## src/rtl/fp8_mul_pipe_pkg.sv

```systemverilog
// Shared FP8 (1/3/4, hidden-one) format definitions for the multiplier and adder stages.
package fp8_mul_pipe_pkg;

  localparam int unsigned EXP_W     = 3;
  localparam int unsigned FRAC_W    = 4;
  localparam int unsigned SIG_W     = FRAC_W + 1;
  localparam int unsigned PROD_W    = 2 * SIG_W;
  localparam int unsigned EXP_SUM_W = 6;
  localparam int          FP8_BIAS  = 3;

  localparam logic [EXP_W-1:0] EXP_SAT  = 3'b111;
  localparam logic [7:0]       FP8_ZERO = 8'h00;

  localparam logic signed [EXP_SUM_W-1:0] EXP_OVF = 6'sd7;

  typedef struct packed {
    logic zero;
    logic sat;
  } fp8_class_t;

  function automatic fp8_class_t fp8_classify(input logic [7:0] v);
    fp8_class_t c;
    c.zero = (v[6:0] == 7'd0);
    c.sat  = (v[6:4] == EXP_SAT);
    return c;
  endfunction

  function automatic logic [7:0] fp8_sat(input logic s);
    return {s, EXP_SAT, {FRAC_W{1'b0}}};
  endfunction

endpackage

```

## src/rtl/fp8_mul_norm.sv

```systemverilog
// Combinational last-stage logic: normalise the significand product, truncate and pack,
// applying zero, saturation and underflow rules.
module fp8_mul_norm
  import fp8_mul_pipe_pkg::*;
(
  input  logic                 i_sign,
  input  logic                 i_zero,
  input  logic                 i_sat,
  input  logic [PROD_W-1:0]    i_prod,
  input  logic [EXP_SUM_W-1:0] i_exp,
  output logic [7:0]           o_p,
  output logic                 o_ovf,
  output logic                 o_unf
);

  logic                        w_norm;
  logic [FRAC_W-1:0]           w_frac;
  logic signed [EXP_SUM_W-1:0] w_exp;
  logic                        w_neg;

  // Low product bits always fall below the truncation point.
  logic w_unused_prod;
  assign w_unused_prod = ^i_prod[3:0];

  always_comb begin
    w_norm = i_prod[PROD_W-1];
    w_frac = w_norm ? i_prod[8:5] : i_prod[7:4];
    w_exp  = $signed(i_exp) + (w_norm ? 6'sd1 : 6'sd0);
    w_neg  = w_exp[EXP_SUM_W-1];

    o_p   = FP8_ZERO;
    o_ovf = 1'b0;
    o_unf = 1'b0;
    if (i_zero) begin
      o_p = FP8_ZERO;
    end else if (i_sat || (!w_neg && (w_exp >= EXP_OVF))) begin
      o_p   = fp8_sat(i_sign);
      o_ovf = 1'b1;
    end else if (w_neg || ((w_exp == '0) && (w_frac == '0))) begin
      o_unf = 1'b1;
    end else begin
      o_p = {i_sign, w_exp[EXP_W-1:0], w_frac};
    end
  end

endmodule

```

## src/rtl/fp8_mul_pipe.sv

```systemverilog
// Three-stage FP8 multiplier with valid/ready handshake; the whole pipe stalls as one
// when the output is held by the downstream stage.
module fp8_mul_pipe
  import fp8_mul_pipe_pkg::*;
#(
  parameter int BIAS = FP8_BIAS
) (
  input  logic       clkn,
  input  logic       rst_n,
  input  logic       in_valid,
  output logic       in_ready,
  input  logic [7:0] a,
  input  logic [7:0] b,
  output logic       out_valid,
  input  logic       out_ready,
  output logic [7:0] p,
  output logic       ovf,
  output logic       unf
);

  logic w_adv;

  logic       r_v1;
  logic [7:0] r_a1;
  logic [7:0] r_b1;
  fp8_class_t r_cls_a1;
  fp8_class_t r_cls_b1;

  logic                 r_v2;
  logic                 r_sign2;
  logic                 r_zero2;
  logic                 r_sat2;
  logic [PROD_W-1:0]    r_prod2;
  logic [EXP_SUM_W-1:0] r_exp2;

  logic       r_v3;
  logic [7:0] r_p;
  logic       r_ovf;
  logic       r_unf;

  logic [PROD_W-1:0]    w_prod;
  logic [EXP_SUM_W-1:0] w_exp_sum;
  logic [7:0]           w_p;
  logic                 w_ovf;
  logic                 w_unf;

  // Only a held, unconsumed result blocks the pipe; bubbles are not squeezed out.
  assign w_adv    = !r_v3 || out_ready;
  assign in_ready = w_adv;

  always_ff @(posedge clkn or negedge rst_n) begin
    if (!rst_n) begin
      r_v1 <= 1'b0;
      r_v2 <= 1'b0;
      r_v3 <= 1'b0;
    end else if (w_adv) begin
      r_v1 <= in_valid;
      r_v2 <= r_v1;
      r_v3 <= r_v2;
    end
  end

  always_ff @(posedge clkn) begin
    if (w_adv && in_valid) begin
      r_a1     <= a;
      r_b1     <= b;
      r_cls_a1 <= fp8_classify(a);
      r_cls_b1 <= fp8_classify(b);
    end
  end

  always_comb begin
    w_prod    = PROD_W'({1'b1, r_a1[FRAC_W-1:0]}) * PROD_W'({1'b1, r_b1[FRAC_W-1:0]});
    w_exp_sum = EXP_SUM_W'(r_a1[6:4]) + EXP_SUM_W'(r_b1[6:4]) - EXP_SUM_W'(BIAS);
  end

  always_ff @(posedge clkn) begin
    if (w_adv && r_v1) begin
      r_sign2 <= r_a1[7] ^ r_b1[7];
      r_zero2 <= r_cls_a1.zero || r_cls_b1.zero;
      r_sat2  <= r_cls_a1.sat || r_cls_b1.sat;
      r_prod2 <= w_prod;
      r_exp2  <= w_exp_sum;
    end
  end

  fp8_mul_norm u_norm (
    .i_sign (r_sign2),
    .i_zero (r_zero2),
    .i_sat  (r_sat2),
    .i_prod (r_prod2),
    .i_exp  (r_exp2),
    .o_p    (w_p),
    .o_ovf  (w_ovf),
    .o_unf  (w_unf)
  );

  always_ff @(posedge clkn or negedge rst_n) begin
    if (!rst_n) begin
      r_p   <= FP8_ZERO;
      r_ovf <= 1'b0;
      r_unf <= 1'b0;
    end else if (w_adv && r_v2) begin
      r_p   <= w_p;
      r_ovf <= w_ovf;
      r_unf <= w_unf;
    end
  end

  assign out_valid = r_v3;
  assign p         = r_p;
  assign ovf       = r_ovf;
  assign unf       = r_unf;

endmodule

```

## config.mk

```make
export PLATFORM = sky130hd
export DESIGN_NAME = fp8_mul_pipe
export DESIGN_NICKNAME = d
export VERILOG_FILES = /design/src/rtl/fp8_mul_pipe_pkg.sv /design/src/rtl/fp8_mul_norm.sv /design/src/rtl/fp8_mul_pipe.sv
export SDC_FILE = /design/constraint.sdc
export NUM_CORES = 1
export LEC_CHECK = 0
export BUFFER_PORTS_ARGS = -buffer_cell sky130_fd_sc_hd__buf_2
export CAP_MARGIN = 20
export CORE_MARGIN = 2
export CORE_UTILIZATION = 55
export CTS_BUF_LIST = sky130_fd_sc_hd__clkbuf_8
export CTS_CLUSTER_SIZE = 30
export DETAILED_ROUTE_END_ITERATION = 6
export PLACE_DENSITY = 0.79
export RECOVER_POWER = 50
export SETUP_SLACK_MARGIN = 0.2
export SYNTH_ARGS = -nofsm -noshare
export SYNTH_HDL_FRONTEND = slang
export SYNTH_HIERARCHICAL = 1
export SYNTH_SLANG_ARGS = --single-unit
```

## constraint.sdc

```tcl
create_clock -name clkn -period 5.82 [get_ports clkn]
set_input_delay 1.164 -clock clkn [delete_from_list [all_inputs] [get_ports clkn]]
set_output_delay 1.164 -clock clkn [all_outputs]
set_load 0.05 [all_outputs]
```

==> results of run 1 <==
## where the power goes
| part | internal (uW) | leakage [uW] | switching [uW] |
|---|---|---|---|
| clock network | 95.7 | 0.0000526 | 105 |
| logic | 168 | 0.000752 | 277 |
| registers | 449 | 0.000490 | 47.7 |
## cells in the final DEF (no fill, tap or decap), drive strengths merged, types with 6 or more instances in the layout
cell type and instances:
mux2 14, clkbuf 23, xnor2 6, buf 14
dfrtp 13, ha 24, nand2 9, nor4 7
fa 10, edfxtp 34, a21oi 6, and2 11
inv 27
## through the flow
stage	util, %	cells	hold slack (ns)	setup WS, ns
2_1_floorplan	-	215	0.4682	2.504
6_report	63.89	318	0.4953	2.330
4_1_cts	64.34	318	0.4975	2.321
3_3_place_gp	62.34	310	0.4685	2.443
5_1_grt	63.89	318	0.5207	2.168
3_5_place_dp	62.34	310	0.4761	2.342
## metal layers
layer  up-vias  part of all wire [%]
met2        35                    51
met4         0                   1.0
li1        836                     -
met5         -                     0
met3         4                   3.0
met1       786                    45
## registers in the layout (all words and copies together), names as in the netlist
name       cells
p              8
r_a1           8
r_b1           8
r_prod2        6
r_exp2         5
r_cls_a1       2
r_cls_b1       2
out_valid      1
ovf            1
r_sat2         1
r_sign2        1
r_v1           1
r_v2           1
r_zero2        1
unf            1
## area by class of cell
type | instances | area (um^2)
Timing Repair Buffer | 31 | 133.9
Multi-Input combinational cell | 139 | 1281
Clock buffer | 6 | 82.58
Sequential cell | 47 | 1346
Inverter | 26 | 97.59
Fill cell | 381 | 1717
Tap cell | 67 | 83.83
Clock inverter | 2 | 12.51
## how the worst max path moves through the flow
stage / start / end / slack (ns) / depth (start not counted)
detailed placement: r_b1[3] / r_prod2[8] / 2.34 / 11
CTS: r_b1[3] / r_prod2[8] / 2.32 / 11
global route: r_b1[3] / r_prod2[9] / 2.17 / 10
finish: r_b1[3] / r_prod2[9] / 2.33 / 10
floorplan: r_b1[3] / r_prod2[8] / 2.50 / 11
global placement: r_b1[3] / r_prod2[8] / 2.44 / 11
==> results.cfg, run 1 <==
[clock_network]
post_cts_resized = 0
post_cts_buffers = 0
cts_sinks = 47
max-clock-path-buffers = 2
cts_buffers = 5
clock_latency_ns = 0.29
cts_tree = yes
root_buffer = clkbuf_8
ctsHoldBuffers = 0
clk_pin_slew_ns = 0.09
cts_max_level = 2

[sta]
max_freq_mhz = 286.5
max_slew_margin_pct = 46.56
setup-violations-final = 0
period_needed_ns = 3.490
fin_crit_sh_pct = 59.97
hold_violations = 0
tns_ns = 0
finalClockSkew_ns = 0.008882
rsz0062_at_grt = no
tightest_slew_ns = 0.8016
drv_slew = 0

[grt]
grt_pass1_wl_um = 7431
grt_antenna_before_repair = 0
grt_max_degree = 21
met3_usage_pct = 2.981
grt_overflow = 0
gr-usage-all-layers_pct = 17.63
grt_most_used_layer = met2
grt_pass1_vias = 1720
grtUsageMet1_pct = 21.94
grt_use_met2_pct = 30.78

[min_path]
min_to = p[0]
hold_class = flop to flop
holdPathStages = 1
min_from = p[0]

[drt]
drt-vias-per-instance = 5.223
drtAntennaViolNets = 0
wl_per_cell_um = 13.27
routed_wl_um = 4221
vias = 1661
dr.pass1.iters = 4
drc = 0
drt_iter0_markers = 61

[worst_setup_path]
path_buf_inv = 1
slowest_stage = fa_1
critPathTopFamily = adder cells
cpPeakStageDelay_ns = 0.54
start_kind = flop
crit_path_max_fanout = 5
critical_path_class = flop to flop
cp_cell_sequence = nand2_1 > fa_1 > fa_1 > inv_1 > fa_1 > ha_1 > nor2b_2 > a311oi_2 > a21oi_1 > xnor2_1
required_ns = 5.87
r2r_end = r_prod2[9]
r2r_cells = 10
crit_path_frequent_cell = fa_1
reg2reg_slack_ns = 2.33
cp.arrival_ns = 3.54
cp-end-kind = flop
regToRegStartpoint = r_b1[3]

[placed_design]
port_buffers = 31
place_congestion = 0.9243
dpl_cell_area_um2 = 2964
post-dp-hpwl_um = 3425

[finish]
final_net_count = 304
antennaDiodeCount = 0
drive_gt1_share_pct = 13.55
design_area_um2 = 3038
area_delta_synth_final_pct = 10.97

[logic_synthesis]
yosysWarnings = 6
synth_nets = 269
synth_area_um2 = 2738
avgSynthCellArea_um2 = 12.73
netlist_instances = 215

[pwr]
vdd_ir_drop_max_mv = 0.2050
total_power_uw = 1142
powerDensity_nw_per_um2 = 375.9
power_leakage_uw = 0.001294

[floorplanning]
dieArea_um2 = 5558
io_pins = 32
start_util_pct = 57.58
rows = 25
fp.dieH_um = 74.55
die_w_um = 74.55
core_um2 = 4755

[flow_run]
maxCapViolCount = 0

[outcome]
outcome = finished clean
Power figures use the tool's default switching activity.
==> run 2: changes to the inputs <==
Settings changed: ABC_AREA set to 1, PLACE_DENSITY 0.79 to 0.81.
Clock period 5.82 ns to 3 ns, I/O delays scaled along.
==> results.cfg, run 2 <==
[logic_synthesis]
avgSynthCellArea_um2 = 8.989
yosysWarnings = 6
netlist_instances = 326
synth_area_um2 = 2930
synth_nets = 380

[worst_setup_path]
r2r_cells = 12
critPathTopFamily = adder cells
cp.depth = 12
slowest_stage = fa_1
crit_path_max_fanout = 5
required_ns = 3.07
cp-end-kind = flop
cpPeakStageDelay_ns = 0.51
critical_path_class = flop to flop
path_buf_inv = 1
cp_cell_sequence = nand2_2 > fa_1 > fa_1 > inv_1 > fa_1 > ha_4 > nand2_4 > nand3_4 > nand2_2 > nand2_2 > nand2_2 > nand2_1
cp.arrival_ns = 3.05
start_kind = flop
crit_path_frequent_cell = nand2_2

[finish]
fill_cells = 404
layout_common_cells = nand2_1, inv_1, edfxtp_1
final_net_count = 422
antennaDiodeCount = 0
area_delta_synth_final_pct = 15.63
final_common_cell = nand2_1
drive_gt1_share_pct = 14.36

[drt]
drtAntennaViolNets = 0
drc = 0
routed_wl_um = 5078
wl_per_cell_um = 11.57
drt-vias-per-instance = 4.964
dr.pass1.iters = 4
drt_iter0_markers = 99
vias = 2179

[grt]
grt_max_degree = 21
gr-usage-all-layers_pct = 18.60
grt_pass1_wl_um = 8825
grt_antenna_before_repair = 0
grt_pass1_vias = 2178
grt_overflow = 0

[clock_network]
ctsHoldBuffers = 0
cts_sinks = 47
cts_tree = yes
max-clock-path-buffers = 2
cts_max_level = 2
cts_buffers = 5
root_buffer = clkbuf_8
clk_pin_slew_ns = 0.09
clock_latency_ns = 0.31

[sta]
rsz0062_at_grt = yes
max_freq_mhz = 335.4
finalClockSkew_ns = 0.009113
period_needed_ns = 2.981
fin_crit_sh_pct = 99.38
whs_ns = 0.3043
max_slew_margin_pct = 53.09
hold_violations = 0
setup-violations-final = 0
tightest_slew_ns = 0.7037
drv_slew = 0

[pwr]
switching_share_pct = 41.27
p_int_uw = 1563
share_comb_of_total_power_pct = 44.9
switchingPower_uw = 1098
powerDensity_nw_per_um2 = 785.2
vdd_ir_drop_max_mv = 0.4997
total_power_uw = 2660
clockPowerShare_pct = 17.7
power_frac_seq_pct = 37.4
power_leakage_uw = 0.001718

[floorplanning]
start_util_pct = 57.01
core_um2 = 5140
dieArea_um2 = 5927
die_w_um = 76.99
io_pins = 32
rows = 26
fp.dieH_um = 76.99

[placed_design]
place_congestion = 0.7794
port_buffers = 31
post-dp-hpwl_um = 3822

[flow_run]
maxCapViolCount = 0

[min_path]
hold_class = primary input to async pin

[outcome]
outcome = finished clean
[run 2: repair_timing]
action,in CTS,in global routing
gates resized for setup,8,6
pin swaps,9,8
endpoints found under the setup margin,6,6
gates cloned,0,0
buffers inserted,2,2
[run 2: worst paths after layout]
check	slack, ns	end	from
max in group asynchronous	2.25	out_valid	rst_n
max	0.02	r_prod2[9]	r_b1[3]
min	0.30	p[6]	rst_n
min in group clkn	0.46	r_b1[7]	b[7]
max reg2reg	0.02	r_prod2[9]	r_b1[3]
min reg2reg	0.48	p[5]	p[5]
[run 2: area by class of cell]
cell class,count,area (um^2),area share (%)
Clock buffer,5,68.82,2.031
Inverter,63,236.5,6.979
Clock inverter,3,46.29,1.366
Timing Repair Buffer,38,181.4,5.355
Tap cell,70,87.58,2.585
Sequential cell,47,1346,39.73
Multi-Input combinational cell,213,1421,41.95
[run 2: metal layers]
layer	share of wire (%)	vias up	global-route usage, %
met5	0	-	0
met2	53	49	34.12
li1	-	1112	-
met4	1.3	0	6.964
met1	42	1009	21.09
met3	3.9	9	4.118
[run 2: per-stage QoR]
stage / instance area [um^2] / util [%] / cells / setup TNS, ns / setup WS [ns]
after floorplan: 2948 / - / 326 / 0 / 0.1298
after global placement: 3193 / 62.12 / 427 / 0 / 0.09128
after detailed placement: 3193 / 62.12 / 427 / -0.008322 / -0.008322
after CTS: 3357 / 65.31 / 437 / -0.03604 / -0.03604
after global routing: 3388 / 65.92 / 439 / -0.2293 / -0.09177
final: 3388 / 65.92 / 439 / 0 / 0.01868
[run 2: power groups by stage]
stage,Combinational (uW),Sequential (uW),Clock [uW]
after global placement,1040,1000,0
after CTS,1120,996,476
after floorplan,707,1150,0
final,1200,995,470
after global routing,1330,1020,507
after detailed placement,1070,1010,0
